<file path="src/rtl/cmd_exec_fsm.sv">
// Command-list executor: walks a command buffer from address 0, issuing bus
// writes and read-modify-writes until an all-zero entry, the address limit, or a fault.
module cmd_exec_fsm #(
  parameter int                    CMD_WIDTH  = 64,
  parameter int                    ADDR_WIDTH = 32,
  parameter int                    DATA_WIDTH = 32,
  parameter logic [ADDR_WIDTH-1:0] END_ADDR   = 32'h0000_04A0,
  parameter int                    TIMEOUT    = 256
) (
  input  logic                  clk,
  input  logic                  rst_n,
  input  logic                  start,
  output logic                  busy,
  output logic                  done,
  output logic                  error,
  output logic [1:0]            err_code,
  output logic                  cmd_rd_en,
  output logic [ADDR_WIDTH-1:0] cmd_addr,
  input  logic                  cmd_rd_valid,
  input  logic [CMD_WIDTH-1:0]  cmd_out,
  output logic                  mst_o_valid,
  output logic [ADDR_WIDTH-1:0] mst_o_addr,
  output logic [DATA_WIDTH-1:0] mst_o_wr_data,
  output logic                  mst_o_rd0_wr1,
  input  logic                  mst_i_ready,
  input  logic                  mst_i_rd_valid,
  input  logic [DATA_WIDTH-1:0] mst_i_rd_data
);

  localparam logic [3:0] S_IDLE      = 4'd0;
  localparam logic [3:0] S_FETCH     = 4'd1;
  localparam logic [3:0] S_WAIT_CMD  = 4'd2;
  localparam logic [3:0] S_DECODE    = 4'd3;
  localparam logic [3:0] S_WR_REQ    = 4'd4;
  localparam logic [3:0] S_RD_REQ    = 4'd5;
  localparam logic [3:0] S_RD_WAIT   = 4'd6;
  localparam logic [3:0] S_FETCH2    = 4'd7;
  localparam logic [3:0] S_WAIT_CMD2 = 4'd8;
  localparam logic [3:0] S_MERGE_REQ = 4'd9;
  localparam logic [3:0] S_DONE      = 4'd10;
  localparam logic [3:0] S_ERR       = 4'd11;

  localparam logic [1:0] T_WRITE = 2'b00;
  localparam logic [1:0] T_RWM   = 2'b01;

  localparam int             TMO_W    = $clog2(TIMEOUT + 1);
  localparam logic [TMO_W-1:0] TMO_LAST = TMO_W'(TIMEOUT - 1);
  localparam logic [ADDR_WIDTH-1:0] STEP = ADDR_WIDTH'(4);

  logic [3:0]            state_q, state_d;
  logic [ADDR_WIDTH-1:0] ptr_q, ptr_d;
  logic [ADDR_WIDTH-1:0] addr_q, addr_d;
  logic [DATA_WIDTH-1:0] wdata_q, wdata_d;
  logic [DATA_WIDTH-1:0] mask_q, mask_d;
  logic [DATA_WIDTH-1:0] rdata_q, rdata_d;
  logic [CMD_WIDTH-1:0]  cmd_q, cmd_d;
  logic [TMO_W-1:0]      tmo_q, tmo_d;
  logic                  error_q, error_d;
  logic [1:0]            code_q, code_d;

  logic [ADDR_WIDTH-1:0] q_addr, in_addr;
  logic [DATA_WIDTH-1:0] q_data, in_data;
  logic [1:0]            q_type, in_type;
  logic                  at_end, tmo_hit;

  always_comb begin
    q_addr  = {cmd_q[CMD_WIDTH-1 -: ADDR_WIDTH-2], 2'b00};
    q_data  = cmd_q[DATA_WIDTH+1:2];
    q_type  = cmd_q[1:0];
    in_addr = {cmd_out[CMD_WIDTH-1 -: ADDR_WIDTH-2], 2'b00};
    in_data = cmd_out[DATA_WIDTH+1:2];
    in_type = cmd_out[1:0];
    at_end  = (ptr_q >= END_ADDR);
    tmo_hit = (tmo_q == TMO_LAST);
  end

  always_comb begin
    state_d = state_q;
    ptr_d   = ptr_q;
    addr_d  = addr_q;
    wdata_d = wdata_q;
    mask_d  = mask_q;
    rdata_d = rdata_q;
    cmd_d   = cmd_q;
    tmo_d   = '0;
    error_d = error_q;
    code_d  = code_q;

    unique case (state_q)
      S_IDLE: if (start) begin
        state_d = S_FETCH;
        ptr_d   = '0;
        error_d = 1'b0;
        code_d  = 2'b00;
      end
      S_FETCH: state_d = at_end ? S_DONE : S_WAIT_CMD;
      S_WAIT_CMD: if (cmd_rd_valid) begin
        if (cmd_out == '0) state_d = S_DONE;
        else begin
          cmd_d   = cmd_out;
          state_d = S_DECODE;
        end
      end
      S_DECODE: begin
        addr_d = q_addr;
        if (q_type == T_WRITE) begin
          wdata_d = q_data;
          state_d = S_WR_REQ;
        end else if (q_type == T_RWM) begin
          mask_d  = q_data;
          state_d = S_RD_REQ;
        end else begin
          error_d = 1'b1;
          code_d  = 2'b01;
          state_d = S_ERR;
        end
      end
      // Request states share one handshake/timeout shape; only the successor differs.
      S_WR_REQ, S_MERGE_REQ, S_RD_REQ: begin
        if (mst_i_ready) begin
          if (state_q == S_RD_REQ) state_d = S_RD_WAIT;
          else begin
            ptr_d   = ptr_q + STEP;
            state_d = S_FETCH;
          end
        end else if (tmo_hit) begin
          error_d = 1'b1;
          code_d  = 2'b11;
          state_d = S_ERR;
        end else tmo_d = tmo_q + 1'b1;
      end
      S_RD_WAIT: begin
        if (mst_i_rd_valid) begin
          rdata_d = mst_i_rd_data;
          ptr_d   = ptr_q + STEP;
          state_d = S_FETCH2;
        end else if (tmo_hit) begin
          error_d = 1'b1;
          code_d  = 2'b11;
          state_d = S_ERR;
        end else tmo_d = tmo_q + 1'b1;
      end
      S_FETCH2: begin
        if (at_end) begin
          error_d = 1'b1;
          code_d  = 2'b10;
          state_d = S_ERR;
        end else state_d = S_WAIT_CMD2;
      end
      S_WAIT_CMD2: if (cmd_rd_valid) begin
        if (in_type == T_WRITE) begin
          addr_d  = in_addr;
          wdata_d = (rdata_q & ~mask_q) | (in_data & mask_q);
          state_d = S_MERGE_REQ;
        end else begin
          error_d = 1'b1;
          code_d  = 2'b10;
          state_d = S_ERR;
        end
      end
      S_DONE:  state_d = S_IDLE;
      S_ERR:   state_d = S_IDLE;
      default: state_d = S_IDLE;
    endcase
  end

  always_ff @(posedge clk or negedge rst_n) begin
    if (!rst_n) begin
      state_q <= S_IDLE;
      ptr_q   <= '0;
      addr_q  <= '0;
      wdata_q <= '0;
      mask_q  <= '0;
      rdata_q <= '0;
      cmd_q   <= '0;
      tmo_q   <= '0;
      error_q <= 1'b0;
      code_q  <= 2'b00;
    end else begin
      state_q <= state_d;
      ptr_q   <= ptr_d;
      addr_q  <= addr_d;
      wdata_q <= wdata_d;
      mask_q  <= mask_d;
      rdata_q <= rdata_d;
      cmd_q   <= cmd_d;
      tmo_q   <= tmo_d;
      error_q <= error_d;
      code_q  <= code_d;
    end
  end

  always_comb begin
    busy          = (state_q != S_IDLE);
    done          = (state_q == S_DONE);
    error         = error_q;
    err_code      = code_q;
    cmd_rd_en     = ((state_q == S_FETCH) || (state_q == S_FETCH2)) && !at_end;
    cmd_addr      = ptr_q;
    mst_o_valid   = (state_q == S_WR_REQ) || (state_q == S_RD_REQ) || (state_q == S_MERGE_REQ);
    mst_o_rd0_wr1 = (state_q == S_WR_REQ) || (state_q == S_MERGE_REQ);
    mst_o_addr    = addr_q;
    mst_o_wr_data = wdata_q;
  end

endmodule

</file>
<file path="config.mk">
export PLATFORM = sky130hd
export DESIGN_NAME = cmd_exec_fsm
export DESIGN_NICKNAME = d
export VERILOG_FILES = /design/src/rtl/cmd_exec_fsm.sv
export SDC_FILE = /design/constraint.sdc
export NUM_CORES = 1
export LEC_CHECK = 0
export BUFFER_PORTS_ARGS = -buffer_cell sky130_fd_sc_hd__buf_2
export CAP_MARGIN = 40
export CORE_ASPECT_RATIO = 1.5
export CORE_MARGIN = 4
export CORE_UTILIZATION = 40
export DETAILED_ROUTE_END_ITERATION = 8
export REMOVE_ABC_BUFFERS = 1
export SLEW_MARGIN = 20
export SYNTH_ARGS = -nofsm -noshare
export SYNTH_HDL_FRONTEND = slang
export SYNTH_SLANG_ARGS = --single-unit
</file>
<file path="constraint.sdc">
create_clock -name clk -period 5.9 [get_ports clk]
set_clock_uncertainty 0.2 [all_clocks]
set_input_delay 0.59 -clock clk [delete_from_list [all_inputs] [get_ports clk]]
set_output_delay 0.59 -clock clk [all_outputs]
set_load 0.05 [all_outputs]
</file>
## After elaboration in Yosys (flattened, before gate mapping)

Cells that the tools add are included.

| word-level totals | value |
|---|---|
| bits in registers | 240 |
| logic and storage cells | 118 |
| output and inout bits | 104 |
| input bits | 102 |

| operators by class | value |
|---|---|
| equality and inequality tests | 26 |
| reductions and logical operators | 23 |
| muxes and demuxes | 50 |
| $lt $le $gt $ge | 1 |
| add/sub/neg operators | 2 |
| bitwise gates (word level) | 6 |

Operators with widths:

| kind | count |
|---|---|
| 2-to-1 mux 32 bit | 9 |
| case mux 32 bit (2 select lines) | 2 |
| case mux 32 bit (3 select lines) | 1 |
| bitwise AND 32 bit | 2 |
| zero test 64 bit | 1 |
| 2-to-1 mux 4 bit | 10 |
| adder 32 x 3 -> 32 bit (second input constant) | 1 |
| greater-or-equal comparator 32 x 11 -> 1 bit (second input constant) | 1 |
| NOT 32 bit | 1 |
| bitwise OR 32 bit | 1 |
| case mux 4 bit (8 select lines) | 1 |
| != test 2 bit (second input constant) | 14 |
| 2-to-1 mux 9 bit | 3 |
| 2-to-1 mux 2 bit | 11 |
| case mux 9 bit (2 select lines) | 1 |
| == test 4 x 3 -> 1 bit (second input constant) | 4 |
| == test 4 bit (second input constant) | 3 |
| case mux 2 bit (6 select lines) | 1 |
| AND reduction 3 bit | 4 |
| adder 9 x 1 -> 9 bit (second input constant) | 1 |
| == test 9 x 8 -> 1 bit (second input constant) | 1 |
| 2-to-1 mux 1 bit | 9 |
| AND reduction 9 bit | 1 |
| == test 4 x 2 -> 1 bit (second input constant) | 2 |
| other kinds (18) | 23 |

## Logic depth before layout (Yosys ltp)

Gate-level depths: netlist (run 1).

| depth | value |
|---|---|
| depth in word-level cells | 6 |
| depth in mapped cells | 8 |
| mapped depth without buffers | 6 |

## Least setup slack after synthesis (run 1)

Ideal clock, no wire load.

| path | value |
|---|---|
| path type | register -> output |
| from | reg state_q[1] |
| to | out mst_o_valid |
| required time | 5110 ps |
| data arrival time | 1990 ps |
| path slack | 3120 ps |
| buffers on the path | 3 |
| cell stages (with the launch flop) | 5 |
| path through | dfrtp_1 > buf_2 > buf_2 > buf_1 > o21ai_0 |

| between the ends | value |
|---|---|
| cells in the longest elaborated chain, start to end | 3 |
| elaborated cells between the ends (all ways) | 5 |
| classes of those cells | eq/ne: 3; reduce/logical: 2 |

RTL lines:

| what | line | source |
|---|---|---|
| start: declaration | 50 | `logic [3:0] state_q, state_d;` |
| start signal: assignment | 180 | `state_q <= state_d;` |
| == test 4 x 3 -> 1 bit | 200 | `mst_o_valid = (state_q == S_WR_REQ) \|\| (state_q == S_RD_REQ) \|\| (state_q == S_MERGE_REQ);` |
| logical OR 1 bit | 200 |  |
| logical OR 1 bit (*) | 200 |  |
| end: declaration | 21 | `output logic mst_o_valid,` |

Mark *: on every way between the ends. The rest lies on a longest branch, timed or not.

## Worst setup path in the final report (run 1)

| path | value |
|---|---|
| from | reg state_q[2] |
| to | reg ptr_q[14] (netlist: cmd_addr[14]) |

| between the ends | value |
|---|---|
| cells in the longest elaborated chain, start to end | 4 |
| elaborated cells between the ends (all ways) | 13 |
| classes of those cells | eq/ne: 8; mux: 1; reduce/logical: 4 |

RTL lines:

| what | line | source |
|---|---|---|
| == test 4 x 3 -> 1 bit, or another cell as far along | 89, 121 |  |
| OR reduction 3 bit | 89 | `unique case (state_q)` |
| != test 2 bit (no source line) or nonzero test 3 bit (tied branches) | -- |  |
| AND reduction 5 bit (no source line) | -- |  |
| end signal: assignment | 181 | `ptr_q <= ptr_d;` |
| end: declaration | 51 | `logic [ADDR_WIDTH-1:0] ptr_q, ptr_d;` |

Parallel ways exist; a longest one is shown, timed or not.
A chain may end at the register's enable or synchronous reset.

==> summary.txt, run 1 <==
Outcome
  • Status: finished, final reports clean

Pwr
  • Internal power: 4.54 mW
  • PwrDens: 556 nW/um2
  • Worst vdd ir: 0.000277 V
  • Combinational Power Share: 42.6%
  • Share of total power in the clock network: 21.4%
  • Share of power burned in registers: 36.0%
  • Leak pwr: 6.26 nW
  • Switching part of the total: 39.7%
  • Sw power: 2.99 mW

Clock tree
  • Max Buffers Root-to-Sink: 3
  • Post-CTS Resized: 0
  • H-tree lvl count: 1
  • CTS root buf: clkbuf_16
  • Clk sink count: 236
  • TritonCTS clock tree: yes
  • Clock Pin Slew Worst Setup and Hold Paths: 70 ps
  • CTS buffer count: 24
  • Post CTS Setup Buffer Count: 0
  • Clock Latency Late Sink: 510 ps

Min path
  • Hold depth: 2
  • Hold Path End: rdata_q[13]
  • Hold path start: mst_i_rd_data[13]
  • Worst hold path class: in -> reg

Placed design
  • Placer congestion estimate: 0.882
  • DP Cell Count: 1503
  • PortBufs: 201
  • Detailed Place HPWL: 19700 um

Global route
  • M2 GR Usage: 33.1%
  • Global-route met3 utilization: 2.68%
  • M1 GR Usage: 22.8%
  • GRT busiest layer: met2
  • Initial antenna violation count: 1
  • GRT Total Usage: 18.2%
  • GRT Residual Overflow: 0
  • Vias in the first global route: 8462
  • Largest net degree at the start of global routing: 128
  • First-pass GRT wire length: 46400 um

Detailed routing
  • Routed vias: 8309
  • Final WL: 28600 um
  • # DRC: 0
  • Post-route ant nets: 0
  • Initial drt markers: 430
  • TritonRoute pass-1 iters: 5
  • Wire length per cell: 18.5 um
  • Vias per cell: 5.37

Worst setup path
  • CP arrival: 3510 ps
  • Slowest stage delay, CP: 840 ps
  • Sum of buffers and inverters on the critical path: 0
  • CP required: 6080 ps
  • CP max stage cell: dfrtp_1
  • Startpoint Class: flip-flop
  • Reg2Reg Depth: 5
  • Worst r2r dst: cmd_addr[14]
  • CP endpoint kind: flip-flop
  • Top delay family on crit path: simple AND/OR/NAND/NOR gates
  • Worst-path cell chain: nand2b_1 > nor3_1 > a211o_1 > or2_1 > o21ai_0
  • R2R setup slack: 2560 ps
  • Setup Crit Path Kind: reg -> reg
  • Worst R2R Start: state_q[2]
  • CP Max Fanout: 23

Die
  • Full die area: 31000 um2
  • Core Footprint: 27900 um2
  • # IOs: 206
  • Die Y: 213 um
  • Initial Utilization: 40.4%
  • Die Wd: 145 um
  • Row count: 75

Finish
  • Area of the multi-input gates: 5080 um2
  • Utilization of the core after routing: 48.5%
  • Share of cells above drive strength 1: 38.1%
  • Finished Layout Cells: 1546
  • Commonest non-fill, non-tap cell in the layout: dfrtp_1
  • N_diodes: 0
  • Nets: 1291
  • Synth-to-Final Area Change: 20.1%
  • Most frequent cells in the layout: dfrtp_1 (236), buf_2 (203), mux2_2 (186)
  • FF+latch area: 5910 um2
  • Fill cell count: 2573

Yosys
  • Sequential-to-total area share from yosys stat: 52.5%
  • Mean Syn Cell Area: 11.3 um2
  • Yosys reg bits: 236
  • Synth Flop Type: dfrtp_1
  • Leading post-synthesis cells by cell area: dfrtp_1 (52%), mux2_2 (19%), nand2_1 (4.1%)
  • Top-area cell type share of the netlist area: 52.5%
  • Yosys warnings: 0
  • Yosys cell types: 66
  • Asr flop ratio synth: 100%
  • Mapped Cells: 996
  • Synthesized area: 11300 um2
  • Area leader, netlist: dfrtp_1
  • Post-synth EDFFs: 0

STA
  • Min cycle time layout: 3340 ps
  • Hold slack final: 109 ps
  • Max Freq: 0.300 GHz
  • Fin. max-slew vios: 0
  • Final hold violations: 0
  • RSZ-0062 raised after global routing: false
  • Final period utilization: 56.6%
  • Worst-margin pin slew: 814 ps
  • Setup Viol. Count Final: 0
  • Total negative setup slack: 0 ps
  • Worst rel slew slack: 45.6%

Job
  • Max Cap Violations: 0
-- metrics by stage --
step	area (um2)	worst slack (ps)	power (mW)
after floorplan	11000	-1650	5.11
after global placement	12500	2260	5.88
after detailed placement	12600	2460	5.98
after global routing	13500	2220	8.01
after CTS	13500	2600	7.63
final	13500	2560	7.53
-- worst register-to-register path, cell delays in order, from the launching register on --
cell and delay (ps):
dfrtp_1 840, nand2b_1 340, nor3_1 630, a211o_1 510, or2_1 500, o21ai_0 180
-- power by group through the flow --
stage | combinational (mW) | clock [mW] | sequential [mW]
after global placement | 3.16 | 0 | 2.73
after floorplan | 1.65 | 0 | 3.46
after detailed placement | 3.23 | 0 | 2.75
final | 3.21 | 1.61 | 2.71
after CTS | 3.24 | 1.67 | 2.72
after global routing | 3.48 | 1.73 | 2.80
-- cells in the mapped netlist (4+ instances only) --
master,count
nand2b_1,12
mux2_2,186
inv_1,8
nor2b_1,6
clkbuf_1,22
mux2_1,4
o31ai_1,13
nor4_1,21
nand3_1,14
o41ai_1,4
xnor2_1,4
buf_2,19
nor3_1,8
o21ai_0,29
nand4_1,13
and4_1,6
a31oi_1,10
mux2i_1,36
buf_4,7
buf_1,11
and3_1,9
a41o_1,6
dfrtp_1,236
nor2_1,70
or4_1,5
nand2_1,123
a21oi_1,52
-- logic make-up (layout without fill, tap and decap cells) --
group	after synthesis	after routing	synth area share [%]
compound gates	144	144	8.20
buf+inv	69	270	2.81
simple gates	310	310	13.4
xor+xnor	7	7	0.545
other cells	1	4	0.0333
fa+ha+maj	3	3	0.333
mux	226	226	22.2
flops	236	236	52.5
-- state kept, by name, indices dropped and copies added (netlist names) --
signal / cells
error: 1
err_code: 2
state_q: 4
rdata_q: 32
mst_o_addr: 30
cmd_q: 64
cmd_addr: 30
mask_q: 32
tmo_q: 9
mst_o_wr_data: 32
-- worst max path at each step --
stage | startpoint | to | cells past startpoint
after floorplan | state_q[1] | mst_o_addr[10] | 3
after global placement | state_q[2] | mst_o_wr_data[17] | 6
after detailed placement | cmd_out[1] | cmd_q[14] | 8
after CTS | state_q[2] | mst_o_wr_data[27] | 6
after global routing | state_q[2] | cmd_addr[14] | 5
final | state_q[2] | cmd_addr[14] | 5
-- layer usage --
layer	up-vias	wire length [um]	share of wire [%]
li1	3954	-	-
met1	4144	12000	42
met2	177	14900	52
met3	32	1140	4.0
met4	2	517	1.8
met5	-	7	0.025
-- cell type report --
type                    instances  share of cell area [%]
clock buffers                  35                    5.42
clock inverters                 5                   0.758
inverters                       9                   0.250
multi-input cells             694                    37.5
flip-flops and latches        236                    43.7
well taps                     346                    3.20
repair buffers                221                    9.17
-- what timing repair did --
item / in CTS / in global routing
hold buffers: 0 / 1
setup endpoints to repair: 0 / 0
endpoints found under the hold margin: 0 / 30
No activity file was read; power rests on OpenSTA's default activity.
==> run 2, diff against run 1 <==
clock period = 3.2 ns   (was 5.9 ns; I/O delays follow)
==> run 2 against run 1 <==
Compared with the run above:
- worst hold slack worse by 76 ps
- total power is 87% higher
- design area is 7.9% higher
- first-iteration DRC count is 17% lower
- non-clock buffer count is 113 higher
- sequential power is 83% higher
- flip-flop and latch count stayed put
- setup slack worse by 2200 ps
- largest cell class unchanged
- largest power group unchanged
==> summary.txt, run 2 (same netlist as run 1, synthesis figures left out) <==
Global route
  • GRT Residual Overflow: 0 (unchanged)
  • GRT Total Usage: 19.4% (+1.2 points)
  • Initial antenna violation count: 1 (unchanged)
  • M2 GR Usage: 36.3% (+3.2 points)
  • Largest net degree at the start of global routing: 88 (-31%)
  • M1 GR Usage: 23.0% (+0.22 points)
  • First-pass GRT wire length: 49200 um (+6.0%)
  • Vias in the first global route: 9137 (+8.0%)
  • Global-route met3 utilization: 2.52% (-0.17 points)
  • GRT busiest layer: met2

Pwr
  • Sw power: 5.64 mW (+89%)
  • PwrDens: 965 nW/um2 (+73%)
  • Worst vdd ir: 0.000670 V (+140%)
  • Combinational Power Share: 43.8% (+1.2 points)
  • Internal power: 8.45 mW (+86%)
  • Share of total power in the clock network: 21.0% (-0.4 points)
  • Share of power burned in registers: 35.2% (-0.8 points)
  • Switching part of the total: 40.0% (+0.37 points)
  • Leak pwr: 6.74 nW (+7.6%)

Detailed routing
  • Routed vias: 8868 (+6.7%)
  • TritonRoute pass-1 iters: 4 (-1)
  • # DRC: 0 (unchanged)
  • Wire length per cell: 18.2 um (-1.3%)
  • Vias per cell: 5.33 (-0.78%)
  • Initial drt markers: 358 (-17%)
  • Final WL: 30300 um (+6.2%)
  • Post-route ant nets: 0 (unchanged)

Finish
  • Share of cells above drive strength 1: 36.2% (-1.9 points)
  • Largest register by flop count: cmd_q
  • Commonest non-fill, non-tap cell in the layout: dfrtp_1
  • Synth-to-Final Area Change: 29.6%
  • Fill cell count: 2386 (-7.3%)
  • Most frequent cells in the layout: dfrtp_1 (236), buf_2 (201), mux2_2 (186)
  • Max FFs per register: 64 (unchanged)
  • Utilization of the core after routing: 52.4% (+3.8 points)
  • Nets: 1405 (+8.8%)

Clock tree
  • CTS root buf: clkbuf_16
  • Max Buffers Root-to-Sink: 3 (unchanged)
  • Clk sink count: 236 (unchanged)
  • Clock Latency Late Sink: 530 ps (+20 ps)
  • TritonCTS clock tree: yes
  • Post CTS Setup Buffer Count: 0 (unchanged)
  • CTS buffer count: 25 (+4.2%)
  • Clock Pin Slew Worst Setup and Hold Paths: 70 ps (about the same)
  • H-tree lvl count: 1 (unchanged)

Placed design
  • PortBufs: 201 (unchanged)
  • Detailed Place HPWL: 20400 um (+3.6%)
  • Placer congestion estimate: 0.894 (+1.3%)

Die
  • Row count: 75 (unchanged)
  • # IOs: 206 (unchanged)
  • Die Wd: 145 um (unchanged)
  • Core Footprint: 27900 um2 (unchanged)
  • Initial Utilization: 40.4% (unchanged)
  • Full die area: 31000 um2 (unchanged)
  • Die Y: 213 um (unchanged)

STA
  • Worst rel slew slack: 49.4% (+3.8 points)
  • Fin. max-slew vios: 0 (unchanged)
  • Total negative setup slack: 0 ps (unchanged)
  • Worst-margin pin slew: 749 ps (-64.6 ps)
  • Final period utilization: 89.6%
  • Setup Viol. Count Final: 0 (unchanged)
  • RSZ-0062 raised after global routing: false
  • Final hold violations: 0 (unchanged)
  • Max Freq: 0.349 GHz
  • Min cycle time layout: 2870 ps

Worst setup path
  • CP endpoint kind: output port
  • Startpoint Class: flip-flop
  • Slowest stage delay, CP: 470 ps (-370 ps)
  • CP max stage cell: nor4_1
  • CP arrival: 2350 ps (-1160 ps)
  • Setup Crit Path Kind: reg -> out
  • Top delay family on crit path: simple AND/OR/NAND/NOR gates
  • Sum of buffers and inverters on the critical path: 1 (+1)
  • CP Max Fanout: 8 (-65%)
  • Worst-path cell chain: nor4_1 > nand4_1 > nor3_1 > and3_1 > buf_2
  • CP required: 2680 ps (-3400 ps)

Outcome
  • Status: finished, final reports clean

Job
  • Max Cap Violations: 0 (unchanged)

Min path
  • Worst hold path class: in -> reg
==> run 2: cell types whose count changed in the layout (fill, tap and decap cells not counted), moves of 2 or more <==
| cell | previous run | this run |
|---|---|---|
| buf_4 | 11 | 29 |
| inv_6 | 0 | 2 |
| buf_12 | 1 | 5 |
| clkinv_2 | 1 | 6 |
| dlygate4sd3_1 | 1 | 98 |
| buf_16 | 3 | 0 |
| buf_2 | 203 | 201 |
| clkbuf_8 | 7 | 3 |
==> run 2: path summary, 6_finish.rpt <==
check                                         end  depth (start not counted)  slack [ps]    startpoint
worst max register to register          cmd_q[63]                          6         430    state_q[3]
max in group asynchronous          mst_o_addr[25]                          3        1790         rst_n
worst min-delay path                   state_q[2]                          3          30   mst_i_ready
worst max-delay path                    cmd_rd_en                          5         330  cmd_addr[25]
worst min register to register           tmo_q[0]                          1         290      tmo_q[0]
min in group asynchronous       mst_o_wr_data[16]                          2         170         rst_n
==> run 2: what timing repair did <==
item                                   CTS  global route
hold buffers                            98             0
resized for setup                        0             0
endpoints found under the hold margin  207             0
==> run 2: through the flow <==
step	hold WS, ps	instance area, um2	cells	setup WS (ps)	power [mW]
5_1_grt	76.4	14600	1662	186	14.9
3_3_place_gp	194	12800	1520	376	11.0
2_1_floorplan	-176	11000	939	-4350	9.42
4_1_cts	14.7	14600	1662	286	14.2
6_report	33.7	14600	1663	332	14.1
3_5_place_dp	194	12800	1521	330	11.1
==> run 2: routing by layer <==
metal / share of wire, % / vias up / wire [um]
met5: 0 / - / 0
met2: 54 / 227 / 16300
met4: 2.7 / 0 / 818
li1: - / 4195 / -
met1: 40 / 4393 / 12100
met3: 3.9 / 53 / 1180
==> run 2: cell type report <==
cell class,count,area (um2),area share [%]
diodes,1,2.50,0.0171
clock buffers,31,678,4.65
clock inverters,12,146,1.00
inverters,9,33.8,0.231
multi-input cells,694,5080,34.8
flip-flops and latches,236,5910,40.5
well taps,346,433,2.97
repair buffers,334,2320,15.9
==> run 2: worst register-to-register path, stage by stage (launching register included) <==
cell and delay (ps):
dfrtp_1 540, buf_4 240, nor2_1 270, nand2_1 230, nor3_4 230, buf_4 500
mux2_2 430
==> run 2: power groups by stage <==
stage,sequential (mW),combinational (mW),clock [mW]
6_report,4.96,6.16,2.96
3_3_place_gp,4.97,6.01,0
3_5_place_dp,5.02,6.11,0
5_1_grt,5.13,6.66,3.16
2_1_floorplan,6.39,3.04,0
4_1_cts,4.97,6.22,3.04
==> run 3, diff against run 2 <==
ABC_AREA = 1   (was not set)
==> run 3 against run 2 <==
Compared with the run above:
- first-iteration DRC count rose by 47%
- clock power rose by 1%
- die area rose by 1.2%
- total power fell by 7.3%
- utilization fell by 0.30 points
- clock-buffer cell count rose by 4
- maximum frequency rose by 3.8%
- flip-flop and latch count did not move
- area after synthesis rose by 1.2%
- combinational power fell by 15%
- non-clock buffer count fell by 13
- critical endpoint is now cmd_q[16]
- largest cell class unchanged
==> summary.txt, run 3 <==
Die
  • Full die area: 31300 um2 (+1.2%)
  • Row count: 75 (unchanged)
  • Initial Utilization: 40.6% (+0.22 points)
  • Core Footprint: 28100 um2 (+0.67%)
  • Die Wd: 146 um (+0.57%)
  • Die Y: 215 um (+0.58%)
  • # IOs: 206 (unchanged)

Detailed routing
  • Vias per cell: 4.96 (-7.0%)
  • Routed vias: 10500 (+18%)
  • Wire length per cell: 16.2 um (-11%)
  • Final WL: 34300 um (+13%)
  • Post-route ant nets: 0 (unchanged)
  • # DRC: 0 (unchanged)
  • TritonRoute pass-1 iters: 5 (+1)
  • Initial drt markers: 525 (+47%)

Finish
  • Nets: 1855 (+32%)
  • Share of cells above drive strength 1: 16.7% (-19 points)
  • Max FFs per register: 64 (unchanged)
  • Commonest non-fill, non-tap cell in the layout: nand2_1
  • Fill cell count: 2665 (+12%)
  • Largest register by flop count: cmd_q
  • Most frequent cells in the layout: nand2_1 (464), dfrtp_1 (236), nor2_1 (214)
  • Synth-to-Final Area Change: 28.2%

STA
  • Final hold violations: 0 (unchanged)
  • Hold slack final: 94.5 ps (+60.7 ps)
  • Fin. max-slew vios: 0 (unchanged)
  • Max Freq: 0.362 GHz (+3.8%)
  • Worst rel slew slack: 41.9% (-7.5 points)
  • Fin worst setup slack: 438 ps (+106 ps)
  • Worst-margin pin slew: 865 ps (+116 ps)
  • Min cycle time layout: 2760 ps (-106 ps)
  • Setup Viol. Count Final: 0 (unchanged)
  • RSZ-0062 raised after global routing: false
  • Final period utilization: 86.3% (-3.3 points)

Yosys
  • Mapped Cells: 1463 (+47%)
  • Asr flop ratio synth: 100% (unchanged)
  • Synthesized area: 11400 um2 (+1.2%)
  • Top-area cell type share of the netlist area: 51.8% (-0.63 points)
  • Synth Flop Type: dfrtp_1
  • Mean Syn Cell Area: 7.79 um2 (-31%)
  • Synth cell count leaders: nand2_1 (466), dfrtp_1 (236), nor2_1 (214)
  • Most instantiated library cell after synthesis: nand2_1
  • Post-synth EDFFs: 0 (unchanged)
  • Sequential-to-total area share from yosys stat: 51.8% (-0.63 points)
  • Area leader, netlist: dfrtp_1
  • Leading post-synthesis cells by cell area: dfrtp_1 (52%), nand2_1 (15%), nor2_1 (7.0%)
  • Yosys warnings: 0 (unchanged)
  • Yosys cell types: 33 (-50%)
  • Yosys reg bits: 236 (unchanged)

Worst setup path
  • Top delay family on crit path: buffers and inverters
  • CP max stage cell: buf_4
  • CP Max Fanout: 73 (+65)
  • CP required: 3380 ps (+700 ps)
  • Slowest stage delay, CP: 680 ps (+210 ps)
  • CP endpoint kind: flip-flop
  • Startpoint Class: input pin
  • Worst-path cell chain: dlygate4sd3_1 > buf_2 > nor2_1 > nand3_1 > nor2_1 > nand2_1 > nor2_1 > nand2_1 > nand2_1 > nor2_4 > buf_4 > o21ai_0
  • CP arrival: 2940 ps (+590 ps)
  • Setup Crit Path Kind: in -> reg
  • Sum of buffers and inverters on the critical path: 3 (+2)

Clock tree
  • CTS Hold Bufs: 98 (unchanged)
  • Post-CTS Resized: 0 (unchanged)
  • Max Buffers Root-to-Sink: 3 (unchanged)
  • Clock Pin Slew Worst Setup and Hold Paths: 60 ps (about the same)
  • Clk sink count: 236 (unchanged)
  • TritonCTS clock tree: yes
  • Clock Latency Late Sink: 550 ps (+20 ps)
  • Post CTS Setup Buffer Count: 0 (unchanged)
  • CTS root buf: clkbuf_16
  • H-tree lvl count: 1 (unchanged)
  • CTS buffer count: 26 (+4.0%)

Global route
  • Initial antenna violation count: 3 (+2)
  • Vias in the first global route: 10700 (+17%)
  • GRT Total Usage: 21.8% (+2.4 points)
  • Largest net degree at the start of global routing: 78 (-11%)
  • GRT Residual Overflow: 0 (unchanged)
  • First-pass GRT wire length: 55800 um (+13%)

Placed design
  • PortBufs: 201 (unchanged)
  • Detailed Place HPWL: 23700 um (+16%)
  • DP Worst Slack: 397 ps (+67.5 ps)
  • Placer congestion estimate: 0.938 (+4.9%)

Pwr
  • Switching part of the total: 43.1% (+3.1 points)
  • Sw power: 5.64 mW (about the same)
  • Combinational Power Share: 40.0% (-3.8 points)
  • Share of total power in the clock network: 22.9% (+1.9 points)
  • Share of power burned in registers: 37.1% (+1.9 points)
  • Worst vdd ir: 0.000764 V (+14%)
  • PwrDens: 894 nW/um2 (-7.4%)
  • Leak pwr: 7.00 nW (+3.9%)
  • Internal power: 7.43 mW (-12%)

Job
  • Max Cap Violations: 0 (unchanged)

Min path
  • Worst hold path class: in -> async

Outcome
  • Status: finished, final reports clean
[run 3: worst register-to-register path: stages, from the launching register on]
cell and delay [ps]:
dfrtp_1 410, inv_1 100, nand2_1 120, nor2_2 160, nand2_1 120, nor2_4 480
buf_4 680, o21ai_0 210
[run 3: metal layers]
| layer | GRT usage, % | share of wire [%] |
|---|---|---|
| met5 | 0 | 0 |
| met2 | 38.8 | 51 |
| met3 | 3.79 | 5.5 |
| met4 | 9.54 | 4.1 |
| met1 | 25.6 | 40 |
[run 3: final cells by class]
cell class                 count  area (um2)  share of cell area, %
timing repair buffer         321        2220                   15.2
tap                          346         433                   2.96
clock inverter                11         126                  0.865
inverter                     121         454                   3.11
clock buffer                  35         724                   4.96
multi-input combinational   1044        4740                   32.4
sequential                   236        5910                   40.4
antenna                        3        7.51                 0.0514
[run 3: metrics by stage]
| stage | TNS, ps | utilization (%) | std cells | cell area, um2 | power, mW |
|---|---|---|---|---|---|
| after global routing | 0 | 52.1 | 2117 | 14600 | 14.0 |
| after floorplan | -9310 | - | 1401 | 11100 | 8.41 |
| after global placement | 0 | 45.5 | 1970 | 12800 | 9.97 |
| after detailed placement | 0 | 45.5 | 1970 | 12800 | 10.1 |
| after CTS | 0 | 52.1 | 2114 | 14600 | 13.2 |
| final | 0 | 52.1 | 2117 | 14600 | 13.1 |
[run 3: cell families after synthesis]
logic type | share of synthesized area, %
simple gates | 26.2
compound gates | 11.8
flops | 51.8
buf+inv | 6.95
xor+xnor | 1.54
mux | 1.28
fa+ha+maj | 0.329
other cells | 0.0329
[run 3: power groups by stage]
stage	combinational, mW	clock [mW]	sequential [mW]
3_5_place_dp	5.19	0	4.89
2_1_floorplan	2.30	0	6.11
3_3_place_gp	5.10	0	4.87
4_1_cts	5.29	3.09	4.85
5_1_grt	5.80	3.21	4.99
6_report	5.23	3.00	4.84
[run 3: worst paths after layout]
path                                start         end  slack, ps  cells past startpoint
hold / removal                      rst_n   cmd_q[53]         90                      2
max in group asynchronous           rst_n  rdata_q[9]       1760                      3
min in group clk           mst_i_rd_valid    tmo_q[3]        100                      6
setup / recovery               cmd_out[0]   cmd_q[16]        440                     12
setup reg to reg               state_q[0]   cmd_q[16]        570                      7
hold reg to reg                  tmo_q[0]    tmo_q[0]        260                      1
